### src/rtl/life_gen_ctrl.sv
// life_gen_ctrl: sequencer for the 8x8 Game of Life next-generation datapath.
// Holds the current grid, feeds it to the external combinational datapath and
// captures the datapath result on run ticks or single steps. Stops on still
// life, extinction or a generation limit.
module life_gen_ctrl #(
  parameter int CELLS = 64,
  parameter int DIV_W = 24,
  parameter int GEN_W = 16
) (
  input  logic             clk,
  input  logic             reset,
  input  logic             load,
  input  logic [CELLS-1:0] seed,
  input  logic             start,
  input  logic             stop,
  input  logic             step,
  input  logic [DIV_W-1:0] period,
  input  logic [GEN_W-1:0] max_gen,
  input  logic [CELLS-1:0] next_grid,
  output logic [CELLS-1:0] grid,
  output logic             gen_pulse,
  output logic [GEN_W-1:0] gen_count,
  output logic             running,
  output logic             done,
  output logic             stable,
  output logic             extinct
);

  typedef enum logic [1:0] {S_IDLE, S_RUN, S_PAUSE, S_DONE} state_t;

  state_t           r_state;
  logic [CELLS-1:0] r_grid;
  logic [DIV_W-1:0] r_tick;
  logic [GEN_W-1:0] r_gen_count;
  logic             r_gen_pulse;
  logic             r_stable;
  logic             r_extinct;

  logic             w_same;
  logic             w_zero;
  logic [GEN_W:0]   w_cnt_plus;
  logic [GEN_W-1:0] w_cnt_sat;
  logic             w_hit_max;
  logic             w_tick_hit;
  logic             w_load_ok;
  logic             w_advance;

  assign w_same     = (next_grid == r_grid);
  assign w_zero     = (next_grid == '0);
  // One extra bit so the max_gen compare sees the true count, not the saturated one.
  assign w_cnt_plus = {1'b0, r_gen_count} + {{GEN_W{1'b0}}, 1'b1};
  assign w_cnt_sat  = w_cnt_plus[GEN_W] ? {GEN_W{1'b1}} : w_cnt_plus[GEN_W-1:0];
  assign w_hit_max  = (max_gen != '0) && (w_cnt_plus >= {1'b0, max_gen});
  assign w_tick_hit = (r_tick == period);
  assign w_load_ok  = load && (r_state != S_RUN);

  // Decide whether this cycle applies a generation (load > stop > start > step).
  always_comb begin
    // NOTE: default first so every path assigns w_advance and no latch is inferred.
    w_advance = 1'b0;
    unique case (r_state)
      S_IDLE, S_PAUSE: w_advance = !load && !stop && !start && step;
      S_RUN:           w_advance = !stop && w_tick_hit;
      default:         w_advance = 1'b0;
    endcase
  end

  // Single FSM: command handling, tick divider, grid capture and sticky flags.
  always_ff @(posedge clk or negedge reset) begin
    if (!reset) begin
      r_state     <= S_IDLE;
      r_grid      <= '0;
      r_tick      <= '0;
      r_gen_count <= '0;
      r_gen_pulse <= 1'b0;
      r_stable    <= 1'b0;
      r_extinct   <= 1'b0;
    end else begin
      // NOTE: non-blocking throughout; later assignments in this block deliberately
      // override earlier ones (the advance outcome overrides the command transition).
      r_gen_pulse <= 1'b0;

      if (w_load_ok) begin
        r_grid      <= seed;
        r_gen_count <= '0;
        r_stable    <= 1'b0;
        r_extinct   <= 1'b0;
        r_state     <= S_IDLE;
      end else begin
        unique case (r_state)
          S_IDLE: begin
            if (stop) begin
              r_state <= S_IDLE;
            end else if (start) begin
              r_state <= S_RUN;
              r_tick  <= '0;
            end else if (step) begin
              r_state <= S_PAUSE;
            end
          end
          S_RUN: begin
            if (stop)            r_state <= S_PAUSE;
            else if (w_tick_hit) r_tick  <= '0;
            else                 r_tick  <= r_tick + 1'b1;
          end
          S_PAUSE: begin
            if (!stop && start) r_state <= S_RUN;
          end
          default: r_state <= S_DONE;
        endcase
      end

      if (w_advance) begin
        if (w_same) begin
          r_stable <= 1'b1;
          r_state  <= S_DONE;
        end else begin
          r_grid      <= next_grid;
          r_gen_pulse <= 1'b1;
          r_gen_count <= w_cnt_sat;
          if (w_zero) begin
            r_extinct <= 1'b1;
            r_state   <= S_DONE;
          end else if (w_hit_max) begin
            r_state <= S_DONE;
          end
        end
      end
    end
  end

  assign grid      = r_grid;
  assign gen_pulse = r_gen_pulse;
  assign gen_count = r_gen_count;
  assign running   = (r_state == S_RUN);
  assign done      = (r_state == S_DONE);
  assign stable    = r_stable;
  assign extinct   = r_extinct;

endmodule
### config.mk
export PLATFORM = sky130hd
export DESIGN_NAME = life_gen_ctrl
export DESIGN_NICKNAME = d
export VERILOG_FILES = /design/src/rtl/life_gen_ctrl.sv
export SDC_FILE = /design/constraint.sdc
export NUM_CORES = 1
export LEC_CHECK = 0
export ABC_AREA = 1
export ABC_CLOCK_PERIOD_IN_PS = 7400
export CORE_MARGIN = 10
export CORE_UTILIZATION = 45
export CTS_CLUSTER_DIAMETER = 40
export DETAILED_ROUTE_END_ITERATION = 10
export GPL_ROUTABILITY_DRIVEN = 0
export PLACE_DENSITY_LB_ADDON = 0.05
export SLEW_MARGIN = 40
export SYNTH_ARGS = -nofsm -noshare
export SYNTH_HDL_FRONTEND = slang
export SYNTH_SLANG_ARGS = --single-unit
### constraint.sdc
create_clock -name clk -period 7.4 [get_ports clk]
set_input_delay 1.48 -clock clk [delete_from_list [all_inputs] [get_ports clk]]
set_output_delay 1.48 -clock clk [all_outputs]
set_load 0.01 [all_outputs]
; Word-level counts from Yosys, hierarchy flattened
; Cells that the tools add are included.
[word_totals]
register_bits = 109
in_bits = 174
[classes]
reduce_logical = 16
bitwise = 1
addsub = 2
n_eq_ne = 9
mux = 33
order_cmp = 1
[op_table]
columns = op, n
row1 = $mux 64, 3
row2 = $mux 24, 4
row3 = $eq 64x64->1, 1
row4 = $logic_not 64->1, 1
row5 = $mux 16, 4
row6 = $pmux 24 s2, 1
row7 = $add 24x1->24 const B, 1
row8 = $eq 24x24->1, 1
row9 = $mux 2, 10
row10 = $add 16x1->17 const B, 1
row11 = $ge 17x16->1, 1
row12 = $reduce_bool 16->1, 1
row13 = $mux 1, 9
row14 = $logic_and 1x1->1, 7
row15 = $ne 2x2->1 const B, 3
row16 = $pmux 2 s3, 1
row17 = $reduce_and 5->1, 1
row18 = $eq 2x2->1 const B, 2
row19 = $logic_not 1->1, 3
row20 = $eq 2x1->1 const B, 1
row21 = $logic_not 2->1, 1
row22 = $ne 2x1->1 const B, 1
row23 = $pmux 1 s2, 1
row24 = $reduce_bool 2->1, 1
row25 = 2 further kinds, 2

; Depth between registers and ports, before layout
[logic_depth]
ltp_word = 9
ltp_mapped = 20
ltp_nobuf = 20

; Worst setup path before layout
; OpenSTA, ideal clock, no wires.
[synth_path]
kind = input to register
from = input port next_grid[22]
to = register r_gen_count[3] (netlist: gen_count[3])
arrival_ps = 2637
setup_slack_ps = 4646
path_stages = 15
path_buffers = 2
cell_sequence = inv_1 nand2_1 nand2_1 nor2_1 nand2_1 nor2_1 nand2_1 nor2_4 nand2_1 buf_2 buf_2 nand2_1 nand2_1 nand2_1 nand2_1
[synth_via]
elab_chain_cells = 3
[synth_rtl]
columns = item, line
row1 = "start, declared", 19  ; input logic [CELLS-1:0] next_grid,
row2 = $eq 64x64->1, 48  ; assign w_same = (next_grid == r_grid);
row3 = $mux 16, 114  ; if (w_same) begin
row4 = $mux 16, 113  ; if (w_advance) begin
row5 = "end signal, assigned", 120  ; r_gen_count <= w_cnt_sat;
row6 = "end, declared", 34  ; logic [GEN_W-1:0] r_gen_count;
; Every way passes these cells.
; A chain may end at the register's enable or synchronous reset.

; Worst setup path after layout
[layout_path]
from = input port load
to = register r_tick[4]
[layout_via]
elab_chain_cells = 3
[layout_rtl]
columns = item, line
row1 = "start, declared", 12  ; input logic load,
row2 = $logic_and 1x1->1, 55  ; assign w_load_ok = load && (r_state != S_RUN);
row3 = $not 1->1 (no source line), -
row4 = $reduce_and 5->1 (no source line), -
row5 = "end signal, assigned", 104  ; else r_tick <= r_tick + 1'b1;
row6 = "end, declared", 33  ; logic [DIV_W-1:0] r_tick;
; Every way passes these cells.

==> run_results.csv <==
group,metric,value,unit
power,p_switching,0.0006385,W
die,io_pins,259,
yosys,synth.top_cells.by_count,"735 x nand2_1, 195 x nand3_1, 160 x inv_1",
clocking,numCtsBuffers,9,
placed_design,portBuffers,258,
grt,met3_usage,6.148,%
worst_setup_path,critPathMaxFanout,22,
final_layout,multiInputGateArea,5783,sq um
worst_setup_path,path_class,"input port to register",
sta,rsz0062_at_grt,"false",
job,cap_viol_max_count,0,
power,swShare,33.27,%
yosys,synth_area_leaders,"nand2_1 29%, dfrtp_1 29%, nand3_1 10%",
clocking,cts_resized,0,
yosys,synth_top_area_share,29.09,%
die,die_area,27280,sq um
yosys,synth_largest_area_cell,"nand2_1",
worst_setup_path,r2r-start,"gen_count[0]",
yosys,syn-num-nets,1834,
grt,globalRoute.totalOverflow,0,
sta,min_period,3.642,ns
sta,finalHoldViolations,0,
sta,timing.fmax,274.5,MHz
final_layout,finalNetCount,2037,
power,intPower,0.001280,W
sta,setup_viol,0,
grt,gr-usage-met2,39.64,%
grt,antenna_found_initial,8,
drt,detail-route-antenna-nets,0,
final_layout,fill_cells,2110,
die,row_count,53,
yosys,synth-main-ff-cell,"dfrtp_1",
drt,drtIter0Drc,689,
sta,fin_setup_tns,0,ns
yosys,syn_area,9484,sq um
drt,vias,10890,
worst_setup_path,end_kind,"register",
power,comb_power_share,33.4,%
power,power.density,153.4,nW/um^2
worst_setup_path,crit_required,7.62,ns
yosys,seq_area_frac_synth,28.76,%
die,die_w,165.2,microns
yosys,yosys_register_bits,109,
clocking,htree_num_levels,3,
drt,drt_pass1_iterations,5,
clocking,cts.sinks,109,
yosys,synth-edff-count,0,
power,power,0.001919,W
power,irDropWorstVdd,0.09555,mV
clocking,clk_path_buf_depth,2,
worst_setup_path,startpoint_type,"input port",
drt,wire_per_inst,15.48,microns
yosys,async_reset_ff_share,100.0,%
sta,slew-limit-headroom,48.76,%
drt,viasPerCell,5.114,
clocking,hold_buffers,0,
die,start_util,45.40,%
clocking,clkLatencyLatePin,0.36,ns
grt,grt_max_degree,108,
drt,postRouteWirelength,32.97,mm
worst_setup_path,r2r_cells,19,
grt,grt_usage,23.64,%
sta,period_share,49.22,%
sta,tightest_slew,0.7686,ns
power,clkPwrFrac,27.7,%
grt,grt_pass1_wl,52.56,mm
final_layout,drive_above_1_share,1.947,%
grt,grt_pass1_vias,10480,
clocking,clockRootBuffer,"clkbuf_16",
clocking,cts_tree,"done",
clocking,postCtsSetupRepairBufs,0,
run_status,status,"completed",
drt,drc,0,
power,pwr-share-seq,38.9,%
yosys,yosysWarnings,0,
grt,grt.busiest_layer,"met2",
die,die_h,165.2,microns
yosys,synth_most_common_cell,"nand2_1",
sta,clock_skew,0.01258,ns
yosys,synthCells,1642,
yosys,synth_cell_types,33,
yosys,avgSynthCellArea,5.776,sq um
worst_setup_path,arrival,3.86,ns
power,p_leak,6.460,nW
placed_design,dp_hpwl,23.01,mm
worst_setup_path,r2r_slack,4.46,ns
die,coreArea,20890,sq um
sta,hold_ws,0.4956,ns
clocking,cts.clk_slew.worst_paths,0.08,ns
final_layout,post-route-util,59.89,%
final_layout,syn_to_final_growth,31.91,%
worst_setup_path,endpoint,"r_tick[4]",
min_path,hp-class,"register to register",
final_layout,seq_area,2728,sq um
sta,drv_slew,0,
worst_setup_path,r2r-end,"r_state[1]",
worst_setup_path,startpoint,"load",
grt,gr-usage-met1,29.00,%
-- area by class of cell --
type	count	area share, %
Antenna cell	6	0.1200
Clock buffer	10	1.830
Clock inverter	5	0.6701
Inverter	176	5.291
Multi-Input combinational cell	1283	46.22
Sequential cell	109	21.80
Tap cell	275	2.750
Timing Repair Buffer	266	21.31
-- worst min-delay path by stage --
stage	cells past startpoint	end	slack (ns)	from
2_1_floorplan	2	r_tick[23]	0.51	r_tick[23]
3_3_place_gp	2	extinct	0.47	extinct
5_1_grt	2	stable	0.53	stable
6_report	2	stable	0.50	stable
4_1_cts	2	stable	0.49	stable
3_5_place_dp	2	stable	0.47	stable
-- critical path, cell delays in order --
cell and delay [ns]:
clkdlybuf4s50_1 0.46, o21ai_4 0.24, nand2_1 0.57, inv_1 0.68, nand3_1 0.20, o22ai_1 0.17
a21oi_1 0.06
-- kinds of logic (layout without fill, tap and decap cells) --
family,after synthesis,count (layout),share of synthesized area (%)
simple gates,1131,1131,48.79
buf+inv,250,457,10.91
flops,109,109,28.76
compound gates,88,88,4.921
xor+xnor,46,46,4.248
fa+ha+maj,18,18,2.375
other cells,0,6,0
-- power by group through the flow --
stage | registers [W] | logic, W | clock network [W]
after floorplan | 0.000765 | 0.000299 | 0
after global placement | 0.000755 | 0.000633 | 0
after detailed placement | 0.000754 | 0.000646 | 0
after CTS | 0.000746 | 0.000649 | 0.000540
after global routing | 0.000757 | 0.000725 | 0.000563
final | 0.000747 | 0.000641 | 0.000531
-- sequential cells by signal, summed over array words and instances (netlist names) --
signal / flops
stable: 1
r_state: 2
extinct: 1
grid: 64
gen_pulse: 1
r_tick: 24
gen_count: 16
-- through the flow --
stage / std cells / cell area [sq um] / setup slack, ns
floorplan: 1642 / 9484 / 4.646
global placement: 2108 / 12130 / 3.092
detailed placement: 2109 / 12180 / 3.427
CTS: 2124 / 12500 / 3.797
global route: 2129 / 12510 / 3.556
finish: 2130 / 12510 / 3.758
-- cells in the final DEF, fill, tap and decap left out, types with 3 or more instances in the layout --
master           Yosys  layout
a21oi_1             17      17
buf_4                0       3
buf_6                8       5
clkbuf_16            0       9
clkdlybuf4s50_1      0     257
clkinv_1            14      14
dfrtp_1            109     109
diode_2              0       6
ha_1                18      18
inv_1              160     159
nand2_1            735     733
nand3_1            195     194
nand3b_1             3       3
nand4_1             18      18
nor2_1             147     147
nor3_1              14      14
nor4_1              13      13
o21ai_0             59      59
or2_2                3       3
xnor2_1             20      20
xor2_1              26      26
-- metal layers --
metal	vias up	wire length (microns)
li1	5527	-
met1	4930	13790
met2	384	15780
met3	48	2801
met4	4	580
met5	-	26
No activity file was read; power rests on OpenSTA's default activity.
